[config.mk]
export PLATFORM = sky130hd
export DESIGN_NAME = fp_to_fixed
export DESIGN_NICKNAME = d
export VERILOG_FILES = /design/src/rtl/fp_to_fixed.sv
export SDC_FILE = /design/constraint.sdc
export NUM_CORES = 1
export LEC_CHECK = 0
export CAP_MARGIN = 20
export CORE_MARGIN = 10
export CORE_UTILIZATION = 50
export CTS_CLUSTER_DIAMETER = 40
export CTS_CLUSTER_SIZE = 12
export DETAILED_ROUTE_END_ITERATION = 6
export GPL_ROUTABILITY_DRIVEN = 1
export PLACE_DENSITY = 0.7
export SLEW_MARGIN = 15
export SYNTH_ARGS = -nofsm -noshare
export SYNTH_HDL_FRONTEND = slang
export SYNTH_SLANG_ARGS = --single-unit
[constraint.sdc]
create_clock -name clk -period 24.5 [get_ports clk]
set_input_delay 4.9 -clock clk [delete_from_list [all_inputs] [get_ports clk]]
set_output_delay 4.9 -clock clk [all_outputs]
set_load 0.005 [all_outputs]
[src/rtl/fp_to_fixed.sv]
// Two-stage IEEE-754 float to signed fixed-point converter with valid/ready on both sides.
// Stage 1 decodes and classifies the input; stage 2 shifts, rounds to nearest even, negates and saturates.
module fp_to_fixed #(
  parameter int W    = 32,
  parameter int IW   = 32,
  parameter int FRAC = 4
) (
  input  logic          clk,
  input  logic          reset,
  input  logic          in_valid,
  output logic          in_ready,
  input  logic [W-1:0]  a,
  output logic          out_valid,
  input  logic          out_ready,
  output logic [IW-1:0] y,
  output logic          overflow,
  output logic          inexact
);

  localparam int FW   = (W == 64) ? 52 : 23;
  localparam int EW   = (W == 64) ? 11 : 8;
  localparam int BIAS = (W == 64) ? 1023 : 127;
  localparam int SHW  = 16;
  localparam int K    = BIAS + FW - FRAC;
  // Left-shift result is wide enough to hold any in-range shift; right-shift keeps guard+sticky below the mantissa.
  localparam int MW   = FW + 1 + IW;
  localparam int RW   = 2 * FW + 3;

  localparam logic [SHW-1:0] SH_IW   = SHW'(IW);
  localparam logic [SHW-1:0] SH_RMAX = SHW'(FW + 1);
  localparam logic [MW-1:0]  LIM_POS = {{(MW-IW+1){1'b0}}, {(IW-1){1'b1}}};
  localparam logic [MW-1:0]  LIM_NEG = {{(MW-IW){1'b0}}, 1'b1, {(IW-1){1'b0}}};
  localparam logic [IW-1:0]  SAT_POS = {1'b0, {(IW-1){1'b1}}};
  localparam logic [IW-1:0]  SAT_NEG = {1'b1, {(IW-1){1'b0}}};

  typedef enum logic [2:0] {
    CLS_NORM,
    CLS_ZERO,
    CLS_DENORM,
    CLS_INF,
    CLS_NAN
  } cls_t;

  logic adv1;
  logic adv2;
  logic accept;

  logic                  sign_in;
  logic [EW-1:0]         exp_in;
  logic [FW-1:0]         frac_in;
  cls_t                  cls_in;
  logic signed [SHW-1:0] sh_in;

  logic                  s1_valid;
  logic                  s1_sign;
  cls_t                  s1_cls;
  logic [FW:0]           s1_man;
  logic signed [SHW-1:0] s1_sh;

  logic                  s2_valid;

  logic                  sh_neg;
  logic [SHW-1:0]        sh_mag;
  logic [MW-1:0]         lshift;
  logic [RW-1:0]         rext;
  logic [FW:0]           int_part;
  logic                  guard;
  logic                  sticky;
  logic                  rnd_inc;
  logic [MW-1:0]         mag_r;
  logic [MW-1:0]         mag;
  logic [MW-1:0]         lim;
  logic                  ovf;
  logic                  inx;
  logic [IW-1:0]         y_next;
  logic                  ovf_next;
  logic                  inx_next;

  // Handshake: a stage may load when it is empty or the stage after it is moving.
  assign adv2      = ~s2_valid | out_ready;
  assign adv1      = ~s1_valid | adv2;
  assign in_ready  = adv1 & ~reset;
  assign accept    = in_valid & in_ready;
  assign out_valid = s2_valid;

  // Stage 1: field decode and classification.
  assign sign_in = a[W-1];
  assign exp_in  = a[W-2:FW];
  assign frac_in = a[FW-1:0];
  assign sh_in   = $signed(SHW'(exp_in)) - $signed(SHW'(K));

  always_comb begin
    cls_in = CLS_NORM;
    if (exp_in == '0) begin
      cls_in = (frac_in == '0) ? CLS_ZERO : CLS_DENORM;
    end else if (exp_in == '1) begin
      cls_in = (frac_in == '0) ? CLS_INF : CLS_NAN;
    end
  end

  always_ff @(posedge clk) begin
    if (reset) begin
      s1_valid <= 1'b0;
    end else if (adv1) begin
      s1_valid <= in_valid;
    end
  end

  always_ff @(posedge clk) begin
    if (accept) begin
      s1_sign <= sign_in;
      s1_cls  <= cls_in;
      s1_man  <= {1'b1, frac_in};
      s1_sh   <= sh_in;
    end
  end

  // Stage 2: shift, round, saturate, negate.
  always_comb begin
    sh_neg   = s1_sh[SHW-1];
    sh_mag   = sh_neg ? SHW'(-s1_sh) : SHW'(s1_sh);
    lshift   = MW'(s1_man) << sh_mag;
    rext     = {s1_man, {(FW+2){1'b0}}} >> sh_mag;
    int_part = rext[RW-1:FW+2];
    guard    = rext[FW+1];
    sticky   = |rext[FW:0];
    rnd_inc  = guard & (sticky | int_part[0]);
    mag_r    = MW'(int_part) + MW'(rnd_inc);
    lim      = s1_sign ? LIM_NEG : LIM_POS;
    mag      = '0;
    ovf      = 1'b0;
    inx      = 1'b0;
    y_next   = '0;
    ovf_next = 1'b0;
    inx_next = 1'b0;

    unique case (s1_cls)
      CLS_ZERO: begin
        y_next = '0;
      end
      CLS_DENORM: begin
        inx_next = 1'b1;
      end
      CLS_INF: begin
        ovf_next = 1'b1;
        y_next   = s1_sign ? SAT_NEG : SAT_POS;
      end
      CLS_NAN: begin
        ovf_next = 1'b1;
      end
      default: begin
        if (!sh_neg) begin
          if (sh_mag >= SH_IW) begin
            ovf = 1'b1;
          end else begin
            mag = lshift;
          end
        end else if (sh_mag > SH_RMAX) begin
          // Whole mantissa sits below the guard position: always rounds to 0.
          mag = '0;
          inx = 1'b1;
        end else begin
          mag = mag_r;
          inx = guard | sticky;
        end

        // Checked after rounding so a rounding carry can still saturate.
        if (ovf || (mag > lim)) begin
          ovf_next = 1'b1;
          inx_next = 1'b0;
          y_next   = s1_sign ? SAT_NEG : SAT_POS;
        end else begin
          inx_next = inx;
          y_next   = s1_sign ? (~mag[IW-1:0] + 1'b1) : mag[IW-1:0];
        end
      end
    endcase
  end

  always_ff @(posedge clk) begin
    if (reset) begin
      s2_valid <= 1'b0;
      y        <= '0;
      overflow <= 1'b0;
      inexact  <= 1'b0;
    end else if (adv2) begin
      s2_valid <= s1_valid;
      if (s1_valid) begin
        y        <= y_next;
        overflow <= ovf_next;
        inexact  <= inx_next;
      end
    end
  end

endmodule

==> metrics.md, run 1 <==
| Metric | Value |
|---|---|
| Status | finished clean |
| Clk root buf | clkbuf_16 |
| Met1 GRT Util | 35.8% |
| Hold endpoint | inexact$_SDFFE_PP0P_ |
| Vias in the first global route | 9756 |
| Fin. max-slew vios | 0 |
| Hold Buf Count CTS | 0 |
| Crit-path max cell delay | 0.53 ns |
| Worst slew pin tran | 1.14 ns |
| Dpl hpwl | 25700 um |
| Design Area, Final | 10900 um^2 |
| Seq/Total Area, Yosys | 18.6% |
| Ant. Diodes | 0 |
| Hold WS | 0.480 ns |
| Final Setup Violations | 0 |
| Via/cell ratio | 6.80 |
| Commonest non-fill, non-tap cells in the layout | 143 x nor2_1, 124 x nand2_1, 98 x mux2i_1, 74 x a21oi_1, 71 x clkdlybuf4s50_1 |
| CTS Sinks | 72 |
| Crit end category | output pin |
| DIE AREA | 25300 um^2 |
| Synthesized area per cell | 7.54 um^2 |
| Antenna violations before repair | 0 |
| Sum Neg Setup Slack | 0 ns |
| Busiest layer in global routing | met2 |
| Setup Buffers After CTS | 0 |
| H-tree depth | 3 |
| Cell depth of the worst setup path | 4 |
| Cell variety after synth | 101 |
| DRC violations left | 0 |
| Ys async rst share | 0% |
| Psw | 173 uW |
| Critical path type | in2out |
| Clock skew | 0.0120 ns |
| TritonCTS clock tree | done |
| Mapped cell area | 9680 um^2 |
| Hold Vio Cnt, Final | 0 |
| Synth top area share | 11.2% |
| RR Endpoint | y[22]$_SDFFE_PP0P_ |
| Top delay family on crit path | buffers and inverters |
| Synth Register Bits | 72 |
| Worst Path Max Fanout | 35 |
| MaxCap Viol Count | 0 |
| CP Launch Type | primary input |
| Final Cycle Share | 45.7% |
| Leakage Power | 0.00432 uW |
| Worst Hold Depth | 2 |
| Worst slew margin | 23.9% |
| Core Area | 18900 um^2 |
| Routed length per instance | 21.8 um |
| Clock group share of total power | 31.2% |
| Critical Path AT | 6.29 ns |
| DIE HEIGHT | 159 um |
| PD cells | 42.4 nW/um^2 |
| Final Wtd Congestion | 1.00 |
| Post-synth top flop | edfxtp_1 |
| Pin count of the biggest net entering global routing | 81 |
| Die width | 159 um |
| R2r setup slk | 14.60 ns |
| Worst r2r path cells | 34 |
| Worst Path Required | 19.60 ns |
| Total GRT Usage | 25.7% |
| Port buffer count | 71 |
| Register Area | 1800 um^2 |
| Routed Antenna Nets | 0 |
| CTS Buf Count | 9 |
| Routing usage on met3 | 5.91% |
| # nets final | 1371 |
| Worst-path clk slew | 0.06 ns |
| Most common cell after layout, fill and taps aside | nor2_1 |
| Cell mode on critical path | clkdlybuf4s50_1 |
| Share of cells above drive strength 1 | 9.43% |
| RSZ-0062 raised after global routing | no |
| Min-Delay Path Class | reg2reg |
| Vias | 10600 |
| Worst r2r src | s1_sh[0]$_DFFE_PP_ |
| Post-Route WL | 34200 um |
| CTS resizes | 0 |
| Buffer depth of the longest clock path | 2 |
| Worst skew pair latency | 0.36 ns |
| Fmax | 89.4 MHz |
| Cell count after synthesis | 1284 |
| Post-synthesis net count | 1356 |
| Hold_sp | inexact$_SDFFE_PP0P_ |
| 1st-iter DRT viols | 1486 |
| Dominant cells by area after synthesis | edfxtp_1 11%, mux2i_1 10%, dfxtp_1 7.4%, nor2_1 5.5%, nand2_1 4.8% |
| Initial Util | 51.3% |
| I/O Pins | 72 |
| Row count | 50 |
| Cell internal pwr | 290 uW |
| Crit path cell chain | clkdlybuf4s50_1 > buf_4 > a21oi_1 > clkdlybuf4s50_1 |
| FILL cells | 1799 |
| GRT Residual Overflow | 0 |
| Drt pass-1 iters | 6 |
| First-pass GRT wire length | 54300 um |
| Placed inst area | 10600 um^2 |
| Routing usage on met2 | 37.4% |
| Post-synth EDFFs | 36 |
| Switch share | 37.4% |
| CP bufs+invs | 3 |
| Peak VDD IR | 0.0366 mV |
| Flop pwr share | 30.7% |
| Synth-to-Final Area Change | 12.5% |
| Tmin final | 11.19 ns |
| Top cell type by total area after synthesis | edfxtp_1 |
| Combinational Power Share | 38.1% |
| Multi-input gate area | 7450 um^2 |
| Crit-path slowest cell | clkdlybuf4s50_1 |
| Synthesis warning total | 0 |
## logic make-up after synthesis
group | Yosys count | share of synthesized area (%)
AND/OR/NAND/NOR | 544 | 28.7
AO/OA/AOI/OAI | 363 | 26.3
multiplexers | 128 | 14.9
buffers and inverters | 121 | 5.05
flip-flops | 72 | 18.6
adder cells (fa/ha/maj) | 36 | 4.65
XOR/XNOR | 20 | 1.81
## layer usage
layer / part of all wire (%) / routed length [um]
met1: 42 / 14500
met2: 42 / 14500
met3: 12 / 3960
met4: 3.8 / 1300
met5: 0 / 0
## worst max-delay path by stage
stage / startpoint / endpoint / slack, ns
3_5_place_dp: reset / in_ready / 13.31
5_1_grt: reset / in_ready / 13.23
6_report: reset / in_ready / 13.31
3_3_place_gp: reset / in_ready / 13.32
4_1_cts: reset / in_ready / 13.30
2_1_floorplan: reset / in_ready / 14.12
## power groups by stage
stage | logic (uW) | clock network (uW) | registers, uW
3_3_place_gp | 168 | 0 | 144
4_1_cts | 170 | 146 | 142
3_5_place_dp | 169 | 0 | 144
5_1_grt | 188 | 151 | 143
2_1_floorplan | 118 | 0 | 141
6_report | 176 | 145 | 142
## stage by stage
stage	std cells	worst slack [ns]	util (%)	total power, uW
detailed placement	1548	13.31	56.0	314
global route	1564	13.23	57.7	482
floorplan	1284	14.12	-	259
global placement	1548	13.32	56.0	312
finish	1564	13.31	57.7	463
CTS	1564	13.30	57.7	458
## synthesized netlist by cell type, types with 8 or more instances
library cell,count
nor2_1,143
nand2_1,124
mux2i_1,98
a21oi_1,74
o21ai_0,67
nor3_1,55
clkbuf_1,54
nand3_1,51
dfxtp_1,36
edfxtp_1,36
ha_1,36
inv_1,30
nand4_1,30
buf_2,24
nor4_1,23
o211ai_1,22
or3_1,22
a211oi_1,19
mux2_2,18
a21o_1,17
and2_1,16
nand2b_1,13
o22ai_1,13
xor2_1,13
o21ai_1,12
buf_1,11
mux4_2,11
o21a_1,11
and3_1,10
a221oi_1,9
a31oi_1,9
or2_2,9
a311oi_1,8
nor2b_1,8
## state kept, by name, summed over array words and instances (netlist names)
name and cells:
s1_cls 3, y 32, s1_sign 1, s1_man 23
out_valid 1, inexact 1, overflow 1, s1_valid 1
s1_sh 9
## area by class of cell
class | count | area share, %
Clock buffer | 11 | 2.42
Clock inverter | 5 | 0.540
Inverter | 30 | 1.03
Multi-Input combinational cell | 1091 | 68.3
Sequential cell | 72 | 16.5
Tap cell | 260 | 2.98
Timing Repair Buffer | 95 | 8.17
## worst register-to-register path: cells and delay by family (launching register included)
kind            cells  cell delay, ns
xor+xnor            1            0.17
compound gates     16            3.75
flops               1            0.45
simple gates        7            2.64
mux                 2            0.81
fa+ha+maj           3            0.84
buf+inv             5            1.15
No activity file was read; power rests on OpenSTA's default activity.
==> run 2: changes to the inputs <==
Settings changed: PLACE_DENSITY 0.7 to 0.72.
Clock period 24.5 ns to 9.1 ns, I/O delays scaled along.
==> metrics.md, run 2 (synthesis gave the netlist of run 1 again) <==
| Metric | Value |
|---|---|
| CP Launch Type | flop |
| Die width | 159 um |
| First-pass GRT wire length | 58200 um |
| Worst slew margin | 29.3% |
| Final Setup Violations | 0 |
| DIE HEIGHT | 159 um |
| Hold WS | 0.473 ns |
| Fin. max-slew vios | 0 |
| Routed length per instance | 23.4 um |
| GRT Residual Overflow | 0 |
| Status | finished clean |
| Peak VDD IR | 0.105 mV |
| Buffer depth of the longest clock path | 2 |
| Vias | 11000 |
| TritonCTS clock tree | done |
| Sum Neg Setup Slack | 0 ns |
| Crit end category | flop |
| Share of cells above drive strength 1 | 11.0% |
| Row count | 50 |
| CTS resizes | 0 |
| Biggest regs | y: 32 flops, s1_man: 23 flops, s1_sh: 9 flops |
| Crit-path max cell delay | 0.55 ns |
| Power Total | 1240 uW |
| Fmax | 118 MHz |
| Worst slew pin tran | 1.05 ns |
| Setup Buffers After CTS | 0 |
| DIE AREA | 25300 um^2 |
| Worst Hold Depth | 2 |
| 1st-iter DRT viols | 1583 |
| I/O Pins | 72 |
| Routed Antenna Nets | 0 |
| Crit-path slowest cell | mux4_2 |
| CTS Buf Count | 9 |
| Leakage Power | 0.00441 uW |
| # nets final | 1392 |
| Via/cell ratio | 6.91 |
| Most flops, register | y |
| Clock skew | 0.00702 ns |
| Most common cell after layout, fill and taps aside | nor2_1 |
| Clk root buf | clkbuf_16 |
| RSZ-0062 raised after global routing | no |
| Final Wtd Congestion | 1.05 |
| Commonest non-fill, non-tap cells in the layout | 142 x nor2_1, 124 x nand2_1, 98 x mux2i_1, 73 x a21oi_1, 71 x clkdlybuf4s50_1 |
| Worst Path Max Fanout | 19 |
| Ant. Diodes | 0 |
| DRC violations left | 0 |
| Max reg flops | 32 |
| Tmin final | 8.49 ns |
| Hold Vio Cnt, Final | 0 |
| Worst skew pair latency | 0.35 ns |
| Antenna violations before repair | 0 |
| Core Area | 18900 um^2 |
| Initial Util | 51.3% |
| Critical path type | reg2reg |
| PD cells | 113 nW/um^2 |
| CTS Sinks | 72 |
| Port buffer count | 71 |
| Drt pass-1 iters | 6 |
| Min-Delay Path Class | reg2reg |
| Post-Route WL | 37200 um |
| H-tree depth | 3 |
| Worst r2r path cells | 35 |
| Dpl hpwl | 29000 um |
| Worst-path clk slew | 0.06 ns |
| Synth-to-Final Area Change | 14.1% |
| Hold Buf Count CTS | 0 |
| Pin count of the biggest net entering global routing | 69 |
| MaxCap Viol Count | 0 |
| Final Cycle Share | 93.2% |
| Worst Path Required | 9.37 ns |
| Vias in the first global route | 10000 |
| Total GRT Usage | 28.1% |
| Critical Path AT | 8.76 ns |
==> run 2: path summary, 6_finish.rpt <==
path	startpoint	end	slack [ns]
setup / recovery	s1_sh[1]$_DFFE_PP_	y[26]$_SDFFE_PP0P_	0.61
hold / removal	inexact$_SDFFE_PP0P_	inexact$_SDFFE_PP0P_	0.47
setup reg to reg	s1_sh[1]$_DFFE_PP_	y[26]$_SDFFE_PP0P_	0.61
hold reg to reg	inexact$_SDFFE_PP0P_	inexact$_SDFFE_PP0P_	0.47
==> run 2: layer usage <==
| metal | routed length, um | up-vias | global-route usage (%) |
|---|---|---|---|
| met5 | 0 | - | 0 |
| met4 | 1180 | 0 | 10.6 |
| met3 | 4120 | 80 | 6.66 |
| met2 | 15500 | 663 | 39.6 |
| met1 | 16400 | 5216 | 40.2 |
| li1 | - | 4999 | - |
==> run 2: per-stage QoR <==
step / std cells / utilization [%] / area, um^2 / setup slack, ns
2_1_floorplan: 1284 / - / 9680 / 0.836
3_3_place_gp: 1569 / 56.9 / 10700 / 1.01
3_5_place_dp: 1569 / 56.9 / 10700 / 0.723
4_1_cts: 1585 / 58.5 / 11000 / 0.677
5_1_grt: 1585 / 58.5 / 11100 / 0.0522
6_report: 1585 / 58.5 / 11100 / 0.615
==> run 2: worst max-delay path: cells and delay by family (launching register included) <==
family / cells / cell delay (ns)
AND/OR/NAND/NOR: 6 / 1.79
XOR/XNOR: 1 / 0.23
multiplexers: 3 / 1.04
buffers and inverters: 6 / 0.98
adder cells (fa/ha/maj): 3 / 0.78
flip-flops: 1 / 0.51
AO/OA/AOI/OAI: 16 / 3.05
==> run 2: final cells by class <==
type	instances	area, um^2
clock buffers	11	264
clock inverters	5	36.3
fillers	1773	7840
inverters	30	113
multi-input cells	1091	7450
flip-flops and latches	72	1800
well taps	260	325
repair buffers	116	1060
==> run 2: report_power, final <==
| group | internal, uW | total [uW] | switching (uW) | leakage, uW |
|---|---|---|---|---|
| registers | 360 | 381 | 21.0 | 0.000638 |
| logic | 190 | 501 | 311 | 0.00363 |
| clock network | 210 | 362 | 152 | 0.000148 |
| total | 760 | 1240 | 484 | 0.00441 |
==> run 3: changes to the inputs <==
Settings changed: CORE_UTILIZATION 50 to 55, PLACE_DENSITY 0.72 to 0.79.
==> metrics.md, run 3 (synthesis gave the netlist of run 1 again) <==
| Metric | Value |
|---|---|
| Initial Util | 56.0% |
| Via/cell ratio | 7.08 |
| Commonest non-fill, non-tap cells in the layout | 143 x nor2_1, 124 x nand2_1, 98 x mux2i_1, 74 x a21oi_1, 71 x clkdlybuf4s50_1 |
| Clock group share of total power | 29.7% |
| Worst-path clk slew | 0.07 ns |
| Crit-path max cell delay | 0.54 ns |
| # nets final | 1393 |
| Antenna violations before repair | 0 |
| Post-Route WL | 37100 um |
| Most common cell after layout, fill and taps aside | nor2_1 |
| 1st-iter DRT viols | 1485 |
| Worst skew pair latency | 0.35 ns |
| First-pass GRT wire length | 58000 um |
| PD cells | 114 nW/um^2 |
| Final Cycle Share | 92.7% |
| Critical Path AT | 8.70 ns |
| Share of cells above drive strength 1 | 10.9% |
| Worst r2r path cells | 35 |
| Fmax | 119 MHz |
| Final Wtd Congestion | 1.03 |
| Most flops, register | y |
| Routed length per instance | 23.9 um |
| Pin count of the biggest net entering global routing | 84 |
| Synth-to-Final Area Change | 13.6% |
| Final Core Density | 63.6% |
| Leakage Power | 0.00441 uW |
| Dpl hpwl | 28500 um |
| Crit-path slowest cell | mux4_2 |
| Tmin final | 8.44 ns |
| Total GRT Usage | 30.1% |
| Vias in the first global route | 10100 |
| Biggest regs | y: 32 flops, s1_man: 23 flops, s1_sh: 9 flops |
| Core Area | 17300 um^2 |
| Status | finished clean |
| Worst Path Required | 9.36 ns |
| Crit end category | flop |
| CTS resizes | 0 |
| Max reg flops | 32 |
| Worst slew margin | 34.6% |
| Drt pass-1 iters | 7 |
| Peak VDD IR | 0.106 mV |
| Ant. Diodes | 0 |
| CTS Buf Count | 9 |
| Combinational Power Share | 39.8% |
| Min-Delay Path Class | reg2reg |
| Fin. max-slew vios | 0 |
| MaxCap Viol Count | 0 |
| Psw | 498 uW |
| Routed Antenna Nets | 0 |
| Power Total | 1250 uW |
| Port buffer count | 71 |
| DIE HEIGHT | 153 um |
| Flop pwr share | 30.4% |
| DIE AREA | 23300 um^2 |
| Die width | 153 um |
| Sum Neg Setup Slack | 0 ns |
| Worst Path Max Fanout | 24 |
| H-tree depth | 3 |
| RSZ-0062 raised after global routing | no |
| Setup Buffers After CTS | 0 |
| Vias | 11000 |
| CP Launch Type | flop |
| Worst Hold Depth | 2 |
| DRC violations left | 0 |
| Critical path type | reg2reg |
| TritonCTS clock tree | done |
| GRT Residual Overflow | 0 |
| I/O Pins | 72 |
| Hold Vio Cnt, Final | 0 |
| Buffer depth of the longest clock path | 2 |
| Clock skew | 0.0113 ns |
| Placed inst area | 10700 um^2 |
| Hold Buf Count CTS | 0 |
| Cell internal pwr | 756 uW |
| CTS Sinks | 72 |
| Clk root buf | clkbuf_16 |
| Switch share | 39.7% |
| Worst slew pin tran | 0.973 ns |
| Final Setup Violations | 0 |
| Design Area, Final | 11000 um^2 |
| Row count | 48 |
==> run 3: worst max-delay path: cells and delay by family, from the launching register on <==
kind,cells,cell delay [ns]
flops,1,0.50
fa+ha+maj,3,0.76
buf+inv,6,1.09
compound gates,14,2.40
xor+xnor,1,0.32
mux,3,1.01
simple gates,8,2.24
==> run 3: final cells by class <==
type	instances	area, um^2
multi-input combinational	1091	7450
fill	1494	6300
sequential	72	1800
timing repair buffer	117	1060
tap	225	282
clock buffer	10	250
inverter	30	113
clock inverter	6	51.3
==> run 3: metrics by stage <==
| step | instances | setup slack, ns | hold WS (ns) |
|---|---|---|---|
| 2_1_floorplan | 1284 | 0.836 | 0.467 |
| 3_3_place_gp | 1535 | 1.08 | 0.465 |
| 3_5_place_dp | 1535 | 0.828 | 0.467 |
| 4_1_cts | 1551 | 0.809 | 0.482 |
| 5_1_grt | 1551 | 0.0582 | 0.495 |
| 6_report | 1551 | 0.664 | 0.481 |
==> run 3: path summary, 6_finish.rpt <==
kind,endpoint,startpoint,slack (ns)
hold / removal,inexact$_SDFFE_PP0P_,inexact$_SDFFE_PP0P_,0.48
hold reg to reg,inexact$_SDFFE_PP0P_,inexact$_SDFFE_PP0P_,0.48
setup reg to reg,y[15]$_SDFFE_PP0P_,s1_sh[1]$_DFFE_PP_,0.66
setup / recovery,y[15]$_SDFFE_PP0P_,s1_sh[1]$_DFFE_PP_,0.66
==> run 3: routing by layer <==
metal / up-vias / routed length, um / track usage (%)
met5: - / 0 / 0
met4: 0 / 1250 / 11.1
met1: 5187 / 15700 / 42.3
met3: 100 / 4720 / 7.76
met2: 690 / 15400 / 43.1
li1: 5002 / - / -
==> run 3: power by group through the flow <==
| stage | Combinational [uW] | Sequential (uW) | Clock, uW |
|---|---|---|---|
| 2_1_floorplan | 317 | 379 | 0 |
| 3_3_place_gp | 477 | 386 | 0 |
| 3_5_place_dp | 477 | 387 | 0 |
| 4_1_cts | 480 | 380 | 377 |
| 5_1_grt | 528 | 383 | 390 |
| 6_report | 499 | 381 | 373 |
